**config.mk**
```make
export PLATFORM = sky130hd
export DESIGN_NAME = bin_to_bcd_converter
export DESIGN_NICKNAME = d
export VERILOG_FILES = /design/src/rtl/seven_seg_pkg.sv /design/src/rtl/bcd_adjust.sv /design/src/rtl/bin_to_bcd_converter.sv
export SDC_FILE = /design/constraint.sdc
export NUM_CORES = 1
export LEC_CHECK = 0
export CORE_MARGIN = 3
export CORE_UTILIZATION = 35
export DETAILED_ROUTE_END_ITERATION = 12
export SYNTH_ARGS = -nofsm -noshare
export SYNTH_HDL_FRONTEND = slang
export SYNTH_SLANG_ARGS = --single-unit
```
**constraint.sdc**
```tcl
create_clock -name clk -period 2.3 [get_ports clk]
set_clock_uncertainty 0.2 [all_clocks]
set_input_delay 0.23 -clock clk [delete_from_list [all_inputs] [get_ports clk]]
set_output_delay 0.23 -clock clk [all_outputs]
set_load 0.02 [all_outputs]
```
**src/rtl/seven_seg_pkg.sv**
```systemverilog
// Shared types and constants for the binary-to-BCD front end of the seven-segment display path.
package seven_seg_pkg;

  typedef enum logic [1:0] {
    IDLE,
    SHIFT,
    DONE
  } bcd_state_t;

  // Non-decimal code; the downstream segment decoder blanks it.
  localparam logic [3:0] BCD_BLANK = 4'hF;

endpackage

```
**src/rtl/bcd_adjust.sv**
```systemverilog
// Double-dabble nibble correction: add 3 to any BCD digit of 5 or more before it is shifted.
module bcd_adjust (
  input  logic [3:0] x,
  output logic [3:0] y
);

  always_comb begin
    y = (x >= 4'd5) ? (x + 4'd3) : x;
  end

endmodule

```
**src/rtl/bin_to_bcd_converter.sv**
```systemverilog
// Sequential shift-and-add-3 binary-to-BCD converter with registered digit outputs
// that update only once a conversion has completed.
module bin_to_bcd_converter
  import seven_seg_pkg::*;
#(
  parameter int unsigned BIN_WIDTH = 14,
  parameter int unsigned DIGITS    = 4
) (
  input  logic                 clk,
  input  logic                 reset_n,
  input  logic                 in_valid,
  output logic                 in_ready,
  input  logic [BIN_WIDTH-1:0] bin,
  output logic [3:0]           ones,
  output logic [3:0]           tens,
  output logic [3:0]           hundreds,
  output logic [3:0]           thousands,
  output logic                 overflow,
  output logic                 done
);

  localparam int unsigned SR_W    = DIGITS * 4 + BIN_WIDTH;
  localparam int unsigned CNT_W   = $clog2(BIN_WIDTH + 1);
  localparam logic [31:0] MAX_VAL = 32'(10 ** DIGITS - 1);

  bcd_state_t state_q, state_d;
  logic [SR_W-1:0]               sr_q, sr_d, sr_adj;
  logic [CNT_W-1:0]              cnt_q, cnt_d;
  logic                          ovf_pend_q, ovf_pend_d;
  logic [DIGITS-1:0][3:0]        dig_q, dig_d;
  logic                          overflow_q, overflow_d;
  logic                          done_q, done_d;

  // Only the BCD field is corrected; the binary field passes through untouched.
  assign sr_adj[BIN_WIDTH-1:0] = sr_q[BIN_WIDTH-1:0];

  for (genvar g = 0; g < DIGITS; g++) begin : g_adj
    bcd_adjust u_adj (
      .x (sr_q  [BIN_WIDTH + 4*g +: 4]),
      .y (sr_adj[BIN_WIDTH + 4*g +: 4])
    );
  end

  always_comb begin
    state_d    = state_q;
    sr_d       = sr_q;
    cnt_d      = cnt_q;
    ovf_pend_d = ovf_pend_q;
    dig_d      = dig_q;
    overflow_d = overflow_q;
    done_d     = 1'b0;

    case (state_q)
      IDLE: begin
        if (in_valid) begin
          sr_d       = {{(DIGITS*4){1'b0}}, bin};
          cnt_d      = '0;
          ovf_pend_d = (32'(bin) > MAX_VAL);
          state_d    = SHIFT;
        end
      end
      SHIFT: begin
        sr_d  = sr_adj << 1;
        cnt_d = cnt_q + 1'b1;
        if (cnt_q == CNT_W'(BIN_WIDTH - 1)) begin
          state_d = DONE;
        end
      end
      DONE: begin
        for (int unsigned i = 0; i < DIGITS; i++) begin
          dig_d[i] = ovf_pend_q ? BCD_BLANK : sr_q[BIN_WIDTH + 4*i +: 4];
        end
        overflow_d = ovf_pend_q;
        done_d     = 1'b1;
        state_d    = IDLE;
      end
      default: begin
        state_d = IDLE;
      end
    endcase
  end

  always_ff @(posedge clk or negedge reset_n) begin
    if (!reset_n) begin
      state_q    <= IDLE;
      sr_q       <= '0;
      cnt_q      <= '0;
      ovf_pend_q <= 1'b0;
      dig_q      <= '0;
      overflow_q <= 1'b0;
      done_q     <= 1'b0;
    end else begin
      state_q    <= state_d;
      sr_q       <= sr_d;
      cnt_q      <= cnt_d;
      ovf_pend_q <= ovf_pend_d;
      dig_q      <= dig_d;
      overflow_q <= overflow_d;
      done_q     <= done_d;
    end
  end

  assign in_ready  = (state_q == IDLE);
  assign ones      = dig_q[0];
  assign tens      = dig_q[1];
  assign hundreds  = dig_q[2];
  assign thousands = dig_q[3];
  assign overflow  = overflow_q;
  assign done      = done_q;

endmodule

```
==> results.txt <==
----------------------------------------------------
[Global routing]
  Antenna violations before repair ... 0
  GR Util All Layers ... 0.128
  Met2 Use GR ... 0.214
  Pin count of the biggest net entering global routing ... 36
  Most used routing layer ... met2
  First-pass GRT wire length ... 8770 um
  GR met1 Demand/Resource ... 0.161
  Number of global-route vias before repair ... 1841
  Met3 usage in global routing ... 0.0246
  Grt total ovfl ... 0

[Critical path]
  Critical path capture point type ... primary output
  Required time of the worst setup path ... 1870 ps
  Kind of cell with the highest combined delay on the critical path ... buffers and inverters
  Number of logic stages on the critical path including buffering ... 2
  Kind of critical path ... reg -> out
  Buffers & Inverters on Critical Path ... 1
  Launching element of the worst setup path ... state_q[1]$_DFFE_PN0P_
  R2r endpoint ... sr_q[24]$_DFFE_PN0P_
  Ordered list of cells on the worst path ... nor2_1 > clkdlybuf4s50_1
  Worst reg2reg path depth ... 6
  Setup crit start kind ... flip-flop
  Worst setup path endpoint ... in_ready
  Max FO, Critical Path ... 5
  Endpoint arrival time on the critical path ... 1500 ps
  CP max-delay cell ... clkdlybuf4s50_1
  Largest stage delay on the critical path ... 620 ps
  Startpoint of the lowest-slack register-to-register path ... sr_q[22]$_DFFE_PN0P_
  Minimum setup slack among reg-to-reg paths ... 380 ps

[Power]
  Flop pwr share ... 0.399
  Net switching component of the power ... 0.00165 W
  Switch share ... 0.382
  Cell-internal power ... 0.00266 W
  Ratio of total power to cell area ... 1370 nW/um^2
  Total power consumption of the routed design ... 0.00431 W
  Peak supply drop ... 0.489 mV
  Combinational group share of total power ... 0.422
  Clock network fraction of total power ... 0.179
  LEAKAGE ... 1.38 nW

[Timing]
  Max-Slew Margin vs Limit ... 0.473
  Worst slack on hold paths ... 271 ps
  Worst-Margin Slew ... 791 ps
  Aggregate negative setup slack ... 0 ps
  Final hold viol count ... 0
  Finish-stage setup viols ... 0
  Peak Freq ... 518 MHz
  Final Cycle Share ... 0.839
  Setup repair after global routing missed its margin ... no
  Final max-slew violation count ... 0
  Final period demand of the worst path ... 1930 ps

[Detailed routing]
  Vias per Instance ... 4.80
  Average wire per standard cell ... 12.7 um
  Count of vias placed by the detailed router ... 1883
  Detailed Route WL ... 4960 um
  1st-iter DRT viols ... 41
  Number of antenna-violating nets in the routed design ... 0
  Total iterations of the first detailed-routing run ... 4
  Total DRC errors in the routed layout ... 0

[CTS]
  TritonCTS clock tree ... done
  Clk root buf ... clkbuf_8
  Maximum level of the CTS H-tree ... 2
  Num Clock Sinks ... 55
  Worst-Skew Late Latency ... 310 ps
  Number of gates resized after cts ... 0
  CTS clk-pin slew, worst paths ... 100 ps
  Total CTS buffers ... 5
  CTS Buffer Depth ... 2

[Run]
  Max-cap violations ... 0

[Logic synthesis]
  Combinational family with the most area after synthesis ... simple AND/OR/NAND/NOR gates
  Cells after synthesis ... 263
  Number of register bits inferred by synthesis ... 55
  Number of warnings reported in the yosys synthesis log ... 0
  Count of distinct cell types in the synthesized netlist ... 26
  Average cell area after synthesis ... 9.76 um^2
  Sequential-to-total area share from yosys stat ... 0.536
  Compound-gate portion of the synthesized area ... 0.148
  Portion of netlist area occupied by mux cells ... 0.0219
  Top-area cell type share of the netlist area ... 0.536
  Leading area contributor after synthesis ... dfrtp_1
  Main area contributors after synthesis ... dfrtp_1, o21ai_0, nor2_1
  Syn_nets ... 290
  Synthesized area ... 2570 um^2
  Fraction of synthesized cell area in xor and xnor cells ... 0.0239
  Post-synthesis simple-gate area fraction ... 0.163
  Synth Area in Adders ... 0.0488

[Die]
  DIE WIDTH ... 91.6 um
  Starting Density ... 0.370
  Die H ... 91.6 um
  Die area ... 8400 um^2
  Standard-cell row count ... 30
  Floorplan core area ... 6940 um^2
  # IOs ... 36

[Finish]
  Antenna diode count ... 0
  Non-filler instance count after layout ... 392
  Fraction of layout cells with a size suffix above 1 ... 0.0743
  Net count, final ... 322
  Area delta synth->final ... 22.2%
  Share of the core filled with cells in the final layout ... 0.452

[Outcome]
  Status ... completed

[Placement]
  DP Wirelength ... 3380 um
  # placed instances ... 383
  Global placer's final weighted congestion ... 0.802
  Number of input and output port buffers inserted ... 35

[Hold path]
  Worst Hold Class ... in -> reg

----------------------------------------------------
stage by stage:
stage / cell area [um^2] / setup slack [ps]
after floorplan: 2570 / 585
after global placement: 2990 / 294
after detailed placement: 2990 / 273
after CTS: 3140 / 345
after global routing: 3140 / 275
final: 3140 / 371
placed cells by master, fill, tap and decap left out:
cell type | Yosys | final
a21oi_1 | 4 | 4
a32o_1 | 4 | 4
a32oi_1 | 1 | 1
buf_12 | 0 | 1
buf_2 | 5 | 1
buf_4 | 1 | 5
bufinv_16 | 0 | 2
clkbuf_8 | 0 | 5
clkdlybuf4s50_1 | 0 | 34
dfrtp_1 | 55 | 55
dlygate4sd3_1 | 0 | 1
ha_1 | 10 | 10
inv_1 | 12 | 12
inv_8 | 0 | 1
mux2_2 | 5 | 5
nand2_1 | 20 | 20
nand2_8 | 1 | 1
nand2b_1 | 5 | 5
nand2b_2 | 1 | 1
nand3_1 | 19 | 19
nand4_1 | 1 | 1
nor2_1 | 43 | 43
nor2b_1 | 1 | 1
nor4_1 | 1 | 1
o21ai_0 | 35 | 35
o22ai_1 | 12 | 12
o31ai_1 | 8 | 8
or3b_1 | 1 | 1
xnor2_1 | 4 | 4
xor2_1 | 3 | 3
tightest hold or removal path, stage by stage:
cell and delay, ps:
clkdlybuf4s50_1 390, inv_1 40, o21ai_0 70
worst min-delay path by stage:
| stage | from | end | slack [ps] | cells after the start |
|---|---|---|---|---|
| finish | bin[0] | sr_q[0]$_DFFE_PN0P_ | 270 | 3 |
| global placement | reset_n | sr_q[5]$_DFFE_PN0P_ | 170 | 1 |
| global route | bin[0] | sr_q[0]$_DFFE_PN0P_ | 290 | 3 |
| CTS | bin[0] | sr_q[0]$_DFFE_PN0P_ | 260 | 3 |
| detailed placement | reset_n | sr_q[5]$_DFFE_PN0P_ | 160 | 1 |
| floorplan | reset_n | cnt_q[0]$_DFFE_PN0P_ | -270 | 0 |
timing repair:
item                      in CTS  in global routing
setup buffers                  0                  0
hold buffers                   1                  0
hold endpoints to repair      34                  0
synthesized netlist by cell type:
cell and count:
nor2b_1 1, nand4_1 1, nor2_1 43, nand3_1 19, a32oi_1 1, o31ai_1 8
buf_4 1, o22ai_1 12, nand2_1 20, buf_6 4, a21oi_1 4, a32o_1 4
dfrtp_1 55, xor2_1 3, nand2_8 1, or3b_1 1, nand2b_2 1, nand2b_1 5
mux2_2 5, buf_2 5, nor4_1 1, clkbuf_1 7, inv_1 12, ha_1 10
xnor2_1 4, o21ai_0 35
cells by family (layout without fill, tap and decap cells):
| kind of cell | count (synthesis) | in the layout |
|---|---|---|
| fa+ha+maj | 10 | 10 |
| flops | 55 | 55 |
| compound gates | 64 | 64 |
| buf+inv | 29 | 62 |
| mux | 5 | 5 |
| xor+xnor | 7 | 7 |
| simple gates | 93 | 93 |
registers in the layout, indices dropped and copies added (netlist names):
register    cells
tens            4
done            1
overflow        1
sr_q           30
thousands       4
state_q         2
ones            4
hundreds        4
ovf_pend_q      1
cnt_q           4
final cells by class:
| class | instances | area (um^2) |
|---|---|---|
| fill | 681 | 3810 |
| sequential | 55 | 1380 |
| multi-input combinational | 179 | 1040 |
| timing repair buffer | 42 | 413 |
| tap | 96 | 120 |
| clock inverter | 3 | 71.3 |
| clock buffer | 5 | 68.8 |
| inverter | 12 | 45.0 |
metal layers:
metal,up-vias,share of wire
met5,-,0
met4,0,0.019
met3,8,0.030
met2,27,0.48
met1,888,0.47
li1,960,-
power by group through the flow:
stage / clock [W] / sequential [W] / combinational (W)
3_5_place_dp: 0 / 0.00174 / 0.00184
6_report: 0.000770 / 0.00172 / 0.00182
4_1_cts: 0.000796 / 0.00172 / 0.00185
2_1_floorplan: 0 / 0.00175 / 0.00128
3_3_place_gp: 0 / 0.00173 / 0.00180
5_1_grt: 0.000847 / 0.00178 / 0.00207
(Power assumes the default switching activity.)
==> edit 1: new RTL, same settings <==
Reset style: synchronous (`reset_n`), changed in one clocked block.
--- a/src/rtl/bin_to_bcd_converter.sv
+++ b/src/rtl/bin_to_bcd_converter.sv
@@ -80,7 +80,7 @@
     endcase
   end
 
-  always_ff @(posedge clk or negedge reset_n) begin
+  always_ff @(posedge clk) begin
     if (!reset_n) begin
       state_q    <= IDLE;
       sr_q       <= '0;
Behaviour: differs if reset_n is asserted again (counterexample within 4 cycles, from zero or initial values and one cycle with reset_n low); with reset_n held inactive, the same outputs for 10 cycles.
==> edit 1 against the original RTL <==
- routed wire length up 7.3%
- cell area decreased by 1.7%
- worst setup slack got worse by 190 ps
- non-clock buffer count rose by 2
- synthesized area up 1.4%
- count of clock-buffer cells in the layout up 2
- first-iteration DRC count rose to 2.5 times the old value
- register-to-register slack worse by 60 ps
- sequential cell count unchanged
- critical endpoint unchanged
Power is not compared: it rests on default switching activity, and its combinational part moved more than twofold at a synthesized area within 25%.
==> edit 1: results (changes against the original RTL) <==
| Metric | Value |
|---|---|
| Status | finished clean |
| Final cycle utilization of the critical path | 92.15% (+8.3 points) |
| Ranking of synthesized cells by area | dfxtp_1 42%, o211a_1 6.5%, nor2_1 5.6%, ha_1 4.8%, nand2_1 4.8% |
| Post-synth top cells | 55 x dfxtp_1, 39 x nor2_1, 33 x nand2_1 |
| Via count | 2049 (+8.8%) |
| HP Class | reg -> reg |
| All-Layer GR Usage | 12.86% (+0.034 points) |
| M2 GR Usage | 20.99% (-0.38 points) |
| CP arrival | 1690 ps (+190 ps) |
| Fraction of standard cell area in multi-input logic | 43.08% (+9.9 points) |
| Sequential cell area | 0.001101 mm^2 (-20%) |
| WL per Instance | 12.92 um (+2.1%) |
| Mapped Nets | 314 (+8.3%) |
| Setup slack, reg-to-reg | 320 ps (-60 ps) |
| Slew @ Worst Pin | 647.0 ps (-144.2 ps) |
| Asr flop ratio synth | 0% (-100 points) |
| Non-clk bufs | 44 (+4.8%) |
| Layout cell share with drive strength beyond 1 | 10.76% (+3.3 points) |
| Hold EP | sr_q[14] |
| Largest net degree at the start of global routing | 35 (-2.8%) |
| Critical R2R Launch | state_q[0] |
| Post-Synthesis Cell Area | 0.002601 mm^2 (+1.4%) |
| Clk_buf instances | 7 (+2) |
| Met2 Wirelength | 2.390 mm (about the same) |
| Avg Inst Size Synth | 9.064 um^2 (-7.1%) |
| WHS Path Cells | 2 (-1) |
| Layout overhead on the synthesized area | 18.47% |
| Inverter count | 9 (-3) |
| Yosys cell types | 34 (+31%) |
| Hold Crit Start | sr_q[13] |
| DP Worst Slack | 300.3 ps (+26.78 ps) |
| Critical-path maximum fanout | 18 (+13) |
| Global-route wire length before repair | 8.914 mm (+1.7%) |
| Register-to-Register Path Depth | 3 (-3) |
| Clock buf/inv share | 2.639% (-1.8 points) |
| Post-DP HPWL | 3.767 mm (+12%) |
| Placed Cells | 404 (+5.5%) |
| Main synth FF type | dfxtp_1 |
edit 1: worst max-delay path, stage by stage (launching register included):
cell	delay [ps]
dfxtp_1	660
nor2_1	140
clkdlybuf4s50_1	580
edit 1: cell families after synthesis:
| family | count (synthesis) | share of synthesized area, % |
|---|---|---|
| compound gates | 69 | 22.51 |
| flops | 55 | 42.33 |
| buf+inv | 32 | 6.734 |
| fa+ha+maj | 10 | 4.810 |
| mux | 6 | 2.501 |
| simple gates | 108 | 18.76 |
| xor+xnor | 7 | 2.357 |
edit 1: power groups by stage:
stage	Clock, W	Combinational [W]	Sequential (W)
2_1_floorplan	0	0.000144	0.00102
3_3_place_gp	0	0.000185	0.00103
3_5_place_dp	0	0.000186	0.00103
4_1_cts	0.000537	0.000187	0.00101
5_1_grt	0.000566	0.000205	0.00102
6_report	0.000518	0.000185	0.00101
==> edit 2: new RTL, same flow settings <==
Made on the original files. Change the parameter `BIN_WIDTH` from 14 to 28.
--- a/src/rtl/bin_to_bcd_converter.sv
+++ b/src/rtl/bin_to_bcd_converter.sv
@@ -3,7 +3,7 @@
 module bin_to_bcd_converter
   import seven_seg_pkg::*;
 #(
-  parameter int unsigned BIN_WIDTH = 14,
+  parameter int unsigned BIN_WIDTH = 28,
   parameter int unsigned DIGITS    = 4
 ) (
   input  logic                 clk,
Interface: changed (resized bin); port bits go from 36 to 50. The function was not compared with the original's and may differ.
==> edit 2 against the original RTL <==
- synthesized cell count grew 27%
- synthesized area grew 25%
- worst setup slack got worse by 14 ps
- cell area is 28% higher
- sequential cell count grew 15
- total power grew 16%
- count of clock-buffer cells in the layout rose by 7
- routed wire length rose by 36%
- final cell count grew 26%
- utilization increased by 0.48 points
- highest routed layer unchanged
- first-iteration DRC count increased to 3.5 times the old value
- largest power group is now registers
==> edit 2: results (changes against the original RTL) <==
| Metric | Value |
|---|---|
| Post-CTS Repair Setup Buffers | 0 (unchanged) |
| Combinational power share | 35.6% (-6.6 points) |
| Critical-path maximum fanout | 6 (+1) |
| GPL Wtd Cong | 0.7442 (-7.1%) |
| DP Worst Slack | 392.3 ps (+118.8 ps) |
| Status | finished clean |
| Global-route wire length before repair | 11.51 mm (+31%) |
| Met2 Wirelength | 3.051 mm (+28%) |
| Slew @ Worst Pin | 600.9 ps (-190.3 ps) |
| Post-synth top cells | 70 x dfrtp_1, 53 x nand2_1, 45 x nor2_1 |
| Metal-1 WL | 3.218 mm (+38%) |
| CP arrival | 1510 ps |
| Mux cell area share after synthesis | 1.761% (-0.43 points) |
| Yosys cell types | 30 (+15%) |
| Total CTS buffers | 9 (+4) |
| HP Class | in -> async |
| Largest net degree at the start of global routing | 71 (+97%) |
| Ranking of synthesized cells by area | dfrtp_1 55%, nand2_1 6.2%, nor2_1 5.3%, o21ai_0 4.4%, a22oi_1 3.5% |
| Clock Tree Buf Depth | 2 (unchanged) |
| Asr flop ratio synth | 100.0% (unchanged) |
| Synth Area in Adders | 3.523% (-1.4 points) |
| Largest registers | sr_q: 44 flops, cnt_q: 5 flops |
| First-pass iteration count of the detailed router | 4 (unchanged) |
| VDD IR max | 0.0004523 V (-7.4%) |
| All-Layer GR Usage | 14.02% (+1.2 points) |
| Flop pwr share | 42.5% (+2.6 points) |
| Clock Latency Late Sink | 340 ps (+30 ps) |
| Area leader, netlist | dfrtp_1 |
| DRT iter0 DRCs | 144 (+250%) |
| Compound-Gate Fraction of Synth Area | 14.95% (+0.18 points) |
| Initial antenna violation count | 0 (unchanged) |
| # fillers | 874 (+28%) |
| Post-DP HPWL | 4.417 mm (+31%) |
| Layout cell share with drive strength beyond 1 | 8.786% (+1.4 points) |
| Number of global-route vias before repair | 2389 (+30%) |
| Ant diodes | 0 (unchanged) |
| Sequential element share of the synthesized area | 54.79% (+1.2 points) |
| Top sig layer | met4 |
| CTS root buffer | clkbuf_8 |
| P_int | 0.003248 W (+22%) |
| Count of warnings emitted by yosys | 0 (unchanged) |
| Htree depth | 3 (+1) |
| Leak | 1.799 nW (+30%) |
| Met3 WL | 390 um (+160%) |
| Mapped Nets | 373 (+29%) |
| Post-synthesis xor/xnor area fraction | 2.192% (-0.20 points) |
| Reg clk slew, reported paths | 70 ps (-30 ps) |
| Layout Nets | 422 (+31%) |
| WL per Instance | 13.62 um (+7.6%) |
| IO buf count | 49 (+40%) |
| Via density | 5.026 (+4.6%) |
| Power in sequential cells | 0.00212 W (+23%) |
| Post-synth EDFFs | 0 (unchanged) |
-- edit 2: cell types whose count changed after synthesis, sizes merged, moves of 4 or more --
cell,unedited run,this run
a22oi,0,15
buf,10,14
dfrtp,55,70
nand2,21,54
-- edit 2: metal layers --
layer	vias to the layer above	global-route usage (%)
met2	71	20.67
li1	1243	-
met1	1168	19.81
met3	6	4.339
met5	-	0
met4	0	4.294
-- edit 2: final timing paths --
path | start | end | slack, ps | depth (start not counted)
min in group clk | bin[0] | sr_q[0] | 230 | 3
max in group asynchronous | reset_n | ovf_pend_q | 1350 | 3
max reg2reg | sr_q[36] | sr_q[38] | 380 | 6
max | state_q[1] | in_ready | 360 | 2
min reg2reg | cnt_q[4] | cnt_q[4] | 280 | 1
min | reset_n | done | 220 | 3
-- edit 2: timing repair --
| item | 4_1_cts | 5_1_grt |
|---|---|---|
| endpoints found under the hold margin | 70 | 0 |
| hold buffers | 1 | 0 |
| resized for setup | 0 | 0 |
-- edit 2: worst max-delay path, stage by stage (launching register included) --
cell             delay, ps
dfrtp_1                440
nor2_1                 120
clkdlybuf4s50_1        600
-- edit 2: metrics by stage --
step / std cells / utilization [%] / hold WS (ps) / instance area (um^2)
floorplan: 333 / - / -265.6 / 3197
global placement: 478 / 43.08 / 87.76 / 3794
detailed placement: 478 / 43.08 / 84.73 / 3794
CTS: 495 / 45.64 / 209.5 / 4019
global route: 495 / 45.64 / 244.0 / 4019
finish: 495 / 45.64 / 224.3 / 4019
-- edit 2: final cells by class --
cell class / instances / area share [%]
well taps: 108 / 3.362
clock buffers: 12 / 3.611
clock inverters: 4 / 1.743
flip-flops and latches: 70 / 43.59
inverters: 9 / 0.8406
repair buffers: 59 / 14.32
multi-input cells: 233 / 32.53
